<file path="config.mk">
export PLATFORM = sky130hd
export DESIGN_NAME = b_wrr_arb_flat
export DESIGN_NICKNAME = d
export VERILOG_FILES = /design/src/rtl/b_wrr_arb_if.sv /design/src/rtl/b_wrr_arb.sv /design/src/flat_wrapper.sv
export SDC_FILE = /design/constraint.sdc
export NUM_CORES = 1
export LEC_CHECK = 0
export CAP_MARGIN = 20
export CELL_PAD_IN_SITES_DETAIL_PLACEMENT = 0
export CELL_PAD_IN_SITES_GLOBAL_PLACEMENT = 1
export CORE_MARGIN = 1
export CORE_UTILIZATION = 26
export DETAILED_ROUTE_END_ITERATION = 8
export PLACE_DENSITY = 0.58
export REMOVE_ABC_BUFFERS = 1
export SLEW_MARGIN = 20
export SYNTH_ARGS = -nofsm -noshare
export SYNTH_HDL_FRONTEND = slang
export SYNTH_SLANG_ARGS = --single-unit
</file>
<file path="constraint.sdc">
create_clock -name clk -period 5.1 [get_ports clk]
set_clock_uncertainty 0.15 [all_clocks]
set_input_delay 1.275 -clock clk [delete_from_list [all_inputs] [get_ports clk]]
set_output_delay 1.275 -clock clk [all_outputs]
set_load 0.005 [all_outputs]
</file>
<file path="src/rtl/b_wrr_arb_if.sv">
// b_wrr_arb_if: requester/channel-side signal bundle for the weighted round-robin arbiter.
//   master : requester side, drives req/last/weight/ready and observes the grant.
//   slave  : arbiter side, consumes req/last/weight/ready and drives gnt/gnt_id/busy.
// Signals:
//   req    [N]    per-requester beat valid
//   last   [N]    final beat of a packet, qualified by req
//   weight [N*WW] packet quota for requester i in bits [i*WW +: WW]
//   ready         downstream accepts a beat this cycle
//   gnt    [N]    registered one-hot grant, zero when idle
//   gnt_id [LOGN] index of the granted requester, valid while busy
//   busy          a grant is held
interface b_wrr_arb_if #(
    parameter int unsigned N  = 10,
    parameter int unsigned WW = 4
);
    localparam int unsigned LOGN = $clog2(N);

    logic [N-1:0]    req;
    logic [N-1:0]    last;
    logic [N*WW-1:0] weight;
    logic            ready;
    logic [N-1:0]    gnt;
    logic [LOGN-1:0] gnt_id;
    logic            busy;

    modport master (
        output req,
        output last,
        output weight,
        output ready,
        input  gnt,
        input  gnt_id,
        input  busy
    );

    modport slave (
        input  req,
        input  last,
        input  weight,
        input  ready,
        output gnt,
        output gnt_id,
        output busy
    );
endinterface

</file>
<file path="src/rtl/b_wrr_arb.sv">
// b_wrr_arb: weighted, packet-aware round-robin arbiter for N requesters sharing one channel.
// A registered one-hot grant is held for whole packets, up to max(weight,1) packets per grant,
// then rotates in circular order 0..N-1 starting after the last served requester.
// Ports:
//   clk  : clock, rising edge
//   rst  : asynchronous active-high reset
//   bus  : b_wrr_arb_if.slave (req, last, weight, ready in; gnt, gnt_id, busy out)
// Optional feature macro: B_WRR_ARB_FASTHANDOVER_EN
//   defined   : on release the next pending requester is granted in the same cycle
//   undefined : every release passes through one idle cycle
module b_wrr_arb #(
    parameter int unsigned N  = 10,
    parameter int unsigned WW = 4
) (
    input  logic         clk,
    input  logic         rst,
    b_wrr_arb_if.slave   bus
);
    localparam int unsigned LOGN = $clog2(N);

    typedef enum logic [0:0] {StIdle, StGrant} state_e;

    state_e          state_q, state_d;
    logic [N-1:0]    gnt_q, gnt_d;
    logic [LOGN-1:0] gnt_id_q, gnt_id_d;
    logic            busy_q, busy_d;
    logic [LOGN-1:0] last_ptr_q, last_ptr_d;
    logic [WW-1:0]   credit_q, credit_d;

    // Shared round-robin search: from last_ptr in IDLE, from the current owner (masked) in GRANT.
    logic [LOGN-1:0] srch_ptr;
    logic [N-1:0]    srch_req;
    logic            found;
    logic [LOGN-1:0] sel;
    logic [WW-1:0]   sel_raw_w;
    logic [WW-1:0]   sel_w;
    logic [N-1:0]    sel_onehot;

    always_comb begin
        int unsigned idx;
        srch_ptr = (state_q == StGrant) ? gnt_id_q : last_ptr_q;
        srch_req = bus.req;
        if (state_q == StGrant) begin
            srch_req[gnt_id_q] = 1'b0;
        end
        found = 1'b0;
        sel   = '0;
        for (int unsigned k = 1; k <= N; k++) begin
            idx = 32'(srch_ptr) + k;
            if (idx >= N) begin
                idx = idx - N;
            end
            if (!found && srch_req[LOGN'(idx)]) begin
                found = 1'b1;
                sel   = LOGN'(idx);
            end
        end
        sel_raw_w  = bus.weight[32'(sel) * WW +: WW];
        // A zero weight still earns one packet per grant.
        sel_w      = (sel_raw_w == '0) ? WW'(1) : sel_raw_w;
        sel_onehot = '0;
        sel_onehot[sel] = 1'b1;
    end

    logic cur_req;
    logic cur_last;
    logic cur_xfer;
    logic release_c;

    always_comb begin
        state_d    = state_q;
        gnt_d      = gnt_q;
        gnt_id_d   = gnt_id_q;
        busy_d     = busy_q;
        last_ptr_d = last_ptr_q;
        credit_d   = credit_q;
        cur_req    = bus.req[gnt_id_q];
        cur_last   = bus.last[gnt_id_q];
        cur_xfer   = cur_req & bus.ready;
        release_c  = 1'b0;

        unique case (state_q)
            StIdle: begin
                if (found) begin
                    gnt_d    = sel_onehot;
                    gnt_id_d = sel;
                    busy_d   = 1'b1;
                    credit_d = sel_w;
                    state_d  = StGrant;
                end
            end
            StGrant: begin
                // A dropped request releases even mid-packet; the owner has nothing left to send.
                if (!cur_req) begin
                    release_c = 1'b1;
                end else if (cur_xfer && cur_last) begin
                    if (credit_q <= WW'(1)) begin
                        release_c = 1'b1;
                    end else begin
                        credit_d = credit_q - WW'(1);
                    end
                end

                if (release_c) begin
                    last_ptr_d = gnt_id_q;
                    gnt_d      = '0;
                    gnt_id_d   = '0;
                    busy_d     = 1'b0;
                    state_d    = StIdle;
`ifdef B_WRR_ARB_FASTHANDOVER_EN
                    if (found) begin
                        gnt_d    = sel_onehot;
                        gnt_id_d = sel;
                        busy_d   = 1'b1;
                        credit_d = sel_w;
                        state_d  = StGrant;
                    end
`endif
                end
            end
            default: begin
                state_d = StIdle;
            end
        endcase
    end

    always_ff @(posedge clk or posedge rst) begin
        if (rst) begin
            state_q    <= StIdle;
            gnt_q      <= '0;
            gnt_id_q   <= '0;
            busy_q     <= 1'b0;
            last_ptr_q <= LOGN'(N - 1);
            credit_q   <= '0;
        end else begin
            state_q    <= state_d;
            gnt_q      <= gnt_d;
            gnt_id_q   <= gnt_id_d;
            busy_q     <= busy_d;
            last_ptr_q <= last_ptr_d;
            credit_q   <= credit_d;
        end
    end

    assign bus.gnt    = gnt_q;
    assign bus.gnt_id = gnt_id_q;
    assign bus.busy   = busy_q;

endmodule

</file>
<file path="src/flat_wrapper.sv">
// flat-port wrapper written by rule: the top's interface ports become plain ports
module b_wrr_arb_flat 
#(
    parameter int unsigned N  = 10,
    parameter int unsigned WW = 4
)
  (clk, rst, bus_req, bus_last, bus_weight, bus_ready, bus_gnt, bus_gnt_id, bus_busy);
  b_wrr_arb_if #(.N(N), .WW(WW)) bus_i ();
  input  logic clk;
  input  logic rst;
  input wire logic [$bits(bus_i.req)-1:0] bus_req;
  input wire logic [$bits(bus_i.last)-1:0] bus_last;
  input wire logic [$bits(bus_i.weight)-1:0] bus_weight;
  input wire logic [$bits(bus_i.ready)-1:0] bus_ready;
  output wire logic [$bits(bus_i.gnt)-1:0] bus_gnt;
  output wire logic [$bits(bus_i.gnt_id)-1:0] bus_gnt_id;
  output wire logic [$bits(bus_i.busy)-1:0] bus_busy;
  assign bus_i.req = bus_req;
  assign bus_i.last = bus_last;
  assign bus_i.weight = bus_weight;
  assign bus_i.ready = bus_ready;
  assign bus_gnt = bus_i.gnt;
  assign bus_gnt_id = bus_i.gnt_id;
  assign bus_busy = bus_i.busy;
  b_wrr_arb #(.N(N), .WW(WW)) u_core (.clk(clk), .rst(rst), .bus(bus_i));
endmodule
</file>
# Yosys cells after proc, flatten, opt, wreduce, memory -nomap -nowiden
# Index checks and enable logic that the tools add are counted.
[op_classes]
addsub = 21
div_mod_pow = 0
mul = 0
mux = 82
n_lt_le_gt_ge = 25
shift = 1
n_reduce_logical = 25
n_eq_ne = 5
bitwise = 4
[ops]
columns = ["cell", "n"]
rows = [
  ["$mux 4", 28],
  ["$lt 4x5->1 const B", 12],
  ["$ge 5x4->1 const B", 10],
  ["$bmux 1 s4", 12],
  ["$shiftx 40x7->4", 1],
  ["$sub 4x4->4 const B", 10],
  ["$mux 1", 32],
  ["$mux 10", 3],
  ["$add 4x3->5 const B", 4],
  ["$pmux 10 s2", 1],
  ["$pmux 4 s2", 2],
  ["$add 4x4->5 const B", 3],
  ["$logic_and 1x1->1", 12],
  ["$add 4x2->5 const B", 2],
  ["$and 10x10->10", 1],
  ["$not 10->10", 1],
  ["$logic_not 1->1", 9],
  ["$demux 1 s4", 2],
  ["$ge 4x1->1 const B", 2],
  ["$ne 2x2->1 const B", 4],
  ["$add 4x1->5 const B", 1],
  ["$le 4x1->1 const B", 1],
  ["$logic_not 4->1", 1],
  ["$pmux 1 s2", 2],
  ["other kinds (6)", 7],
]
[totals]
output_inout_bits = 15
ramBits = 0
romBits = 0
in_bits = 63
memories = 0
register_bits = 24
word_cells = 169
latch_bits = 0

# Logic depth before layout (Yosys ltp)
# Gate-level depths: netlist (run 1).
[logic_depth]
ltp_word = 43
ltp_mapped = 25
depth_no_buf = 20

# Worst setup path before layout (run 1)
# OpenSTA, ideal clock, no wires.
[synth_timing]
path_type = "flip-flop to flip-flop"
start = "register u_core.state_q"
end = "register u_core.credit_q[2]"
path_stages_with_launch = 25
arrival_ns = 5.377
setup_ns = 0.118
path_buffers = 4
setup_slack_ns = -0.546
required_time_ns = 4.832
synth_period_minus_slack_ns = 5.646
path_cell_list = "dfrtp_1 -> buf_4 -> mux2i_4 -> inv_2 -> buf_4 -> ha_1 -> clkbuf_1 -> xnor2_1 -> inv_2 -> ha_1 -> inv_1 -> a21oi_1 -> a32oi_1 -> xnor2_2 -> mux2_1 -> a2bb2oi_1 -> nand3_2 -> a211o_1 -> a211oi_1 -> or2_1 -> buf_2 -> mux4_2 -> a211oi_2 -> a32oi_1 -> o2bb2a_4"
[synth_between]
elab_chain_cells = 39
word_cells_on_any_way = 111
classes_between = "20 x add/sub; 10 x order compare; 4 x eq/ne; 1 x shift; 55 x mux; 1 x bitwise; 20 x reduce/logical"
[synth_rtl]
columns = ["element", "line_no", "source"]
rows = [
  ["from (decl)", "b_wrr_arb.sv:23", "state_e state_q, state_d;"],
  ["from (signal assigned)", "b_wrr_arb.sv:129", "state_q <= StIdle;"],
  ["from (signal assigned)", "b_wrr_arb.sv:136", "state_q <= state_d;"],
  ["$mux 4", "b_wrr_arb.sv:41", "srch_ptr = (state_q == StGrant) ? gnt_id_q : last_ptr_q;"],
  ["$add 4x1->5", "b_wrr_arb.sv:49", "idx = 32'(srch_ptr) + k;"],
  ["$sub 4x4->4 or $ge 5x4->1 (tied branches)", "b_wrr_arb.sv:51, b_wrr_arb.sv:50", ""],
  ["$mux 4", "b_wrr_arb.sv:50", "if (idx >= N) begin"],
  ["$bmux 1 s4", "b_wrr_arb.sv:53", "if (!found && srch_req[LOGN'(idx)]) begin"],
  ["$mux 1 (implied by the code)", "b_wrr_arb.sv:53", ""],
  ["$mux 1", "b_wrr_arb.sv:53", ""],
  ["$logic_not 1->1", "b_wrr_arb.sv:53", ""],
  ["(+23 left out)", "--", ""],
  ["$logic_not 1->1", "b_wrr_arb.sv:53", ""],
  ["$logic_and 1x1->1", "b_wrr_arb.sv:53", ""],
  ["$mux 4", "b_wrr_arb.sv:53", ""],
  ["$shiftx 40x7->4", "b_wrr_arb.sv:58", "sel_raw_w = bus.weight[32'(sel) * WW +: WW];"],
  ["$logic_not 4->1", "b_wrr_arb.sv:60", "sel_w = (sel_raw_w == '0) ? WW'(1) : sel_raw_w;"],
  ["$mux 4", "b_wrr_arb.sv:60", ""],
  ["$mux 4", "b_wrr_arb.sv:84", "if (found) begin"],
  ["$pmux 4 s2", "b_wrr_arb.sv:82", "unique case (state_q)"],
  ["to (signal assigned)", "b_wrr_arb.sv:141", "credit_q <= credit_d;"],
  ["to (decl)", "b_wrr_arb.sv:28", "logic [WW-1:0] credit_q, credit_d;"],
]
# Several ways; a longest one is shown, not always the timed one. The select of a mux whose other input is x is not followed.
# A chain may end at the register's enable or synchronous reset.

# Worst setup path in the final report (run 1)
# Same ends and word-level chain as after synthesis.

==> run metrics, run 1 <==
Post-Place Cells=987; fin nets=868; number of antenna diodes=0; initial antenna violation count=0; # port buffers=77; CTS Hold Bufs=0; Seq cells post-synth=24; TritonCTS Buffers=3; H-Tree Depth=1; Post-Route WL=18.5 mm; GPL Wtd Cong=0.933; worst hold margin=337 ps; slowest library cell on the worst path=mux4_2; largest net degree at the start of global routing=25; CTS Root Cell=clkbuf_16; Core ar.=17300 um^2; die area=18300 um^2; mapped cell area=4610 um^2; Total Routing Usage GR=0.197; total number of vias=5440; Worst slew margin=0.372; number of global-route vias before repair=5365; Multi-input gate area=4290 um^2; Initial Utilization=0.266; die span in x=135 um; first-pass GRT wire length=28.3 mm; async set-or-reset flop fraction in the synthesized netlist=1.00; Routed Antenna Nets=0; number of fillers in the final layout=1744; CTS tree=built; Post-DP HPWL=14.9 mm; worst slew pin tran=941 ps; unrepaired setup endpoints after global routing=true; Bufs on Longest Clock Path=2; CP Capture Type=flip-flop; 1st-iter DRT viols=345; cells after synthesis=571; drt drc=0; Seq/Total Area, Yosys=0.131; share of the synthesized area in the top cell type=0.120; type of the worst min-delay path=reg -> reg; Req. time, crit path=5110 ps; CP arrival=5050 ps; row cnt=48; Slew Viols, Final=0; layout cells sized above 1=0.376; Final Hold Fails=0; clk sink count=24; area leader, netlist=dfrtp_1; dominant cells by area after synthesis=dfrtp_1 (12%), mux2i_1 (9.6%), ha_1 (6.2%); # setup viols final=0; status=finished, final reports clean; Avg Cell Area, Syn=8.07 um^2; crit-path cells=mux2i_4, buf_4, ha_4, xnor2_2, ha_2, inv_2, o32a_1, o22ai_4, o211ai_1, a32oi_4, buf_6, nor2_2, a2111o_1, o22ai_4, mux4_2, a211oi_2, a32oi_1, o2bb2a_4; critical path class=reg -> reg; Tcrit/Tclk final=0.988; MaxCap Viol Count=0; Ys Warns=0; Peak Freq=198 MHz; EDFF count, synth=0; drt pass-1 iters=4; IO Count=78; area delta synth->final=60.6%; Synth cell types=93; Clk Latency, worst-skew pair=260 ps; critical path startpoint category=flip-flop; filler-free cell count of the finished design=1005; CP most frequent cell=o22ai_4; drt via density=5.41; Die Ht=135 um; post-layout min period=5040 ps; top_reg_cell synth=dfrtp_1; Buf/Inv on CP=3; leading cell type in the layout, fill and taps excluded=buf_4; clock-pin slew on the worst setup and hold paths=60 ps; Worst path max stage delay=550 ps; delay-heaviest family, CP=compound AO/OA/AOI/OAI gates; grt ovf=0; leading cell types in the layout, fill and taps excluded=buf_4 (143), clkdlybuf4s50_1 (77), nand2_1 (42); crit path max fanout=5; Sequential Area=604 um^2; wire per inst=18.4 um
area by class of cell:
cell class,instances,share of cell area
Clock inverter,1,0.00406
Timing Repair Buffer,232,0.270
Tap cell,225,0.0381
Clock buffer,3,0.0101
Sequential cell,24,0.0817
Inverter,31,0.0164
Multi-Input combinational cell,489,0.579
tightest hold or removal path, stage by stage, from the launching register on:
cell and delay, ps:
dfrtp_1 340, nand2_1 50, o21ai_0 60
final timing paths:
kind                            slack (ps)  cells past startpoint              start              endpoint
worst max register to register          60                     18     u_core.state_q    u_core.credit_q[2]
worst max-delay path                    60                     18     u_core.state_q    u_core.credit_q[2]
max in group asynchronous             2800                      2                rst        u_core.state_q
worst min register to register         340                      2  u_core.bus.gnt[9]     u_core.bus.gnt[9]
worst min-delay path                   340                      2  u_core.bus.gnt[9]     u_core.bus.gnt[9]
min in group asynchronous             1370                      2                rst  u_core.bus.gnt_id[0]
synthesized netlist by cell type, drive strengths merged, types with 5 or more instances:
library cell	instances
clkbuf	12
nor2b	9
and3	8
mux4	6
mux2i	48
o21a	5
nand2b	10
nand3b	6
a311oi	5
nand4	10
nor4	10
buf	16
nor2	40
and2	8
or2	8
mux2	14
a21oi	29
a32o	7
ha	23
dfrtp	22
or3	8
a211oi	10
inv	31
nor3	18
a2111oi	5
nand3	16
o211ai	7
nand2	43
xnor2	9
o22ai	15
o21ai	40
registers in the layout, summed over array words and instances, names as in the netlist:
signal	cells
u_core.credit_q	4
u_core.bus.gnt_id	4
u_core.bus.busy	1
u_core.bus.gnt	10
u_core.state_q	1
u_core.last_ptr_q	4
through the flow:
step,setup TNS [ps],utilization,instance area (um^2),worst slack [ps]
floorplan,-20740,-,4470,-1910
global placement,-38.8,0.382,6620,-28.6
detailed placement,-320,0.382,6620,-129
CTS,0,0.391,6760,2.71
global route,-221,0.428,7400,-121
finish,0,0.428,7400,59.5
logic make-up (layout without fill, tap and decap cells):
logic type | Yosys count | in the layout | share of synthesized area
and+or+nand+nor | 207 | 207 | 0.244
AOI/OAI and AO/OA | 180 | 181 | 0.307
xor gates and xnor gates | 9 | 9 | 0.0204
adders and majority gates | 24 | 24 | 0.0668
buffers and inverters | 59 | 267 | 0.0557
muxes | 68 | 68 | 0.175
DFF | 24 | 24 | 0.131
per-layer routing:
metal	vias to the layer above	global-route usage	routed length [um]
li1	2622	-	-
met1	2599	0.268	8480
met2	192	0.333	8740
met3	27	0.00863	793
met4	0	0.0599	442
met5	-	0	0
what timing repair did:
action / CTS / global route
resized for setup: 5 / 103
setup endpoints to repair: 4 / 15
setup buffers: 0 / 13
gates cloned: 1 / 0
pin swaps: 1 / 36
Power of run 1 is not shown: default switching activity piles up to over one toggle a cycle in this logic, so the estimate is an artifact.
==> run 2, diff against run 1 <==
--- a/config.mk
+++ b/config.mk
@@ -5,6 +5,7 @@
 export SDC_FILE = /design/constraint.sdc
 export NUM_CORES = 1
 export LEC_CHECK = 0
+export ABC_CLOCK_PERIOD_IN_PS = 5100
 export CAP_MARGIN = 20
 export CELL_PAD_IN_SITES_DETAIL_PLACEMENT = 0
 export CELL_PAD_IN_SITES_GLOBAL_PLACEMENT = 1
==> results of run 2 <==
Same layout as run 1: the final DEF is identical, and so are final timing and power.
Power of run 2 is left out for the same reason.
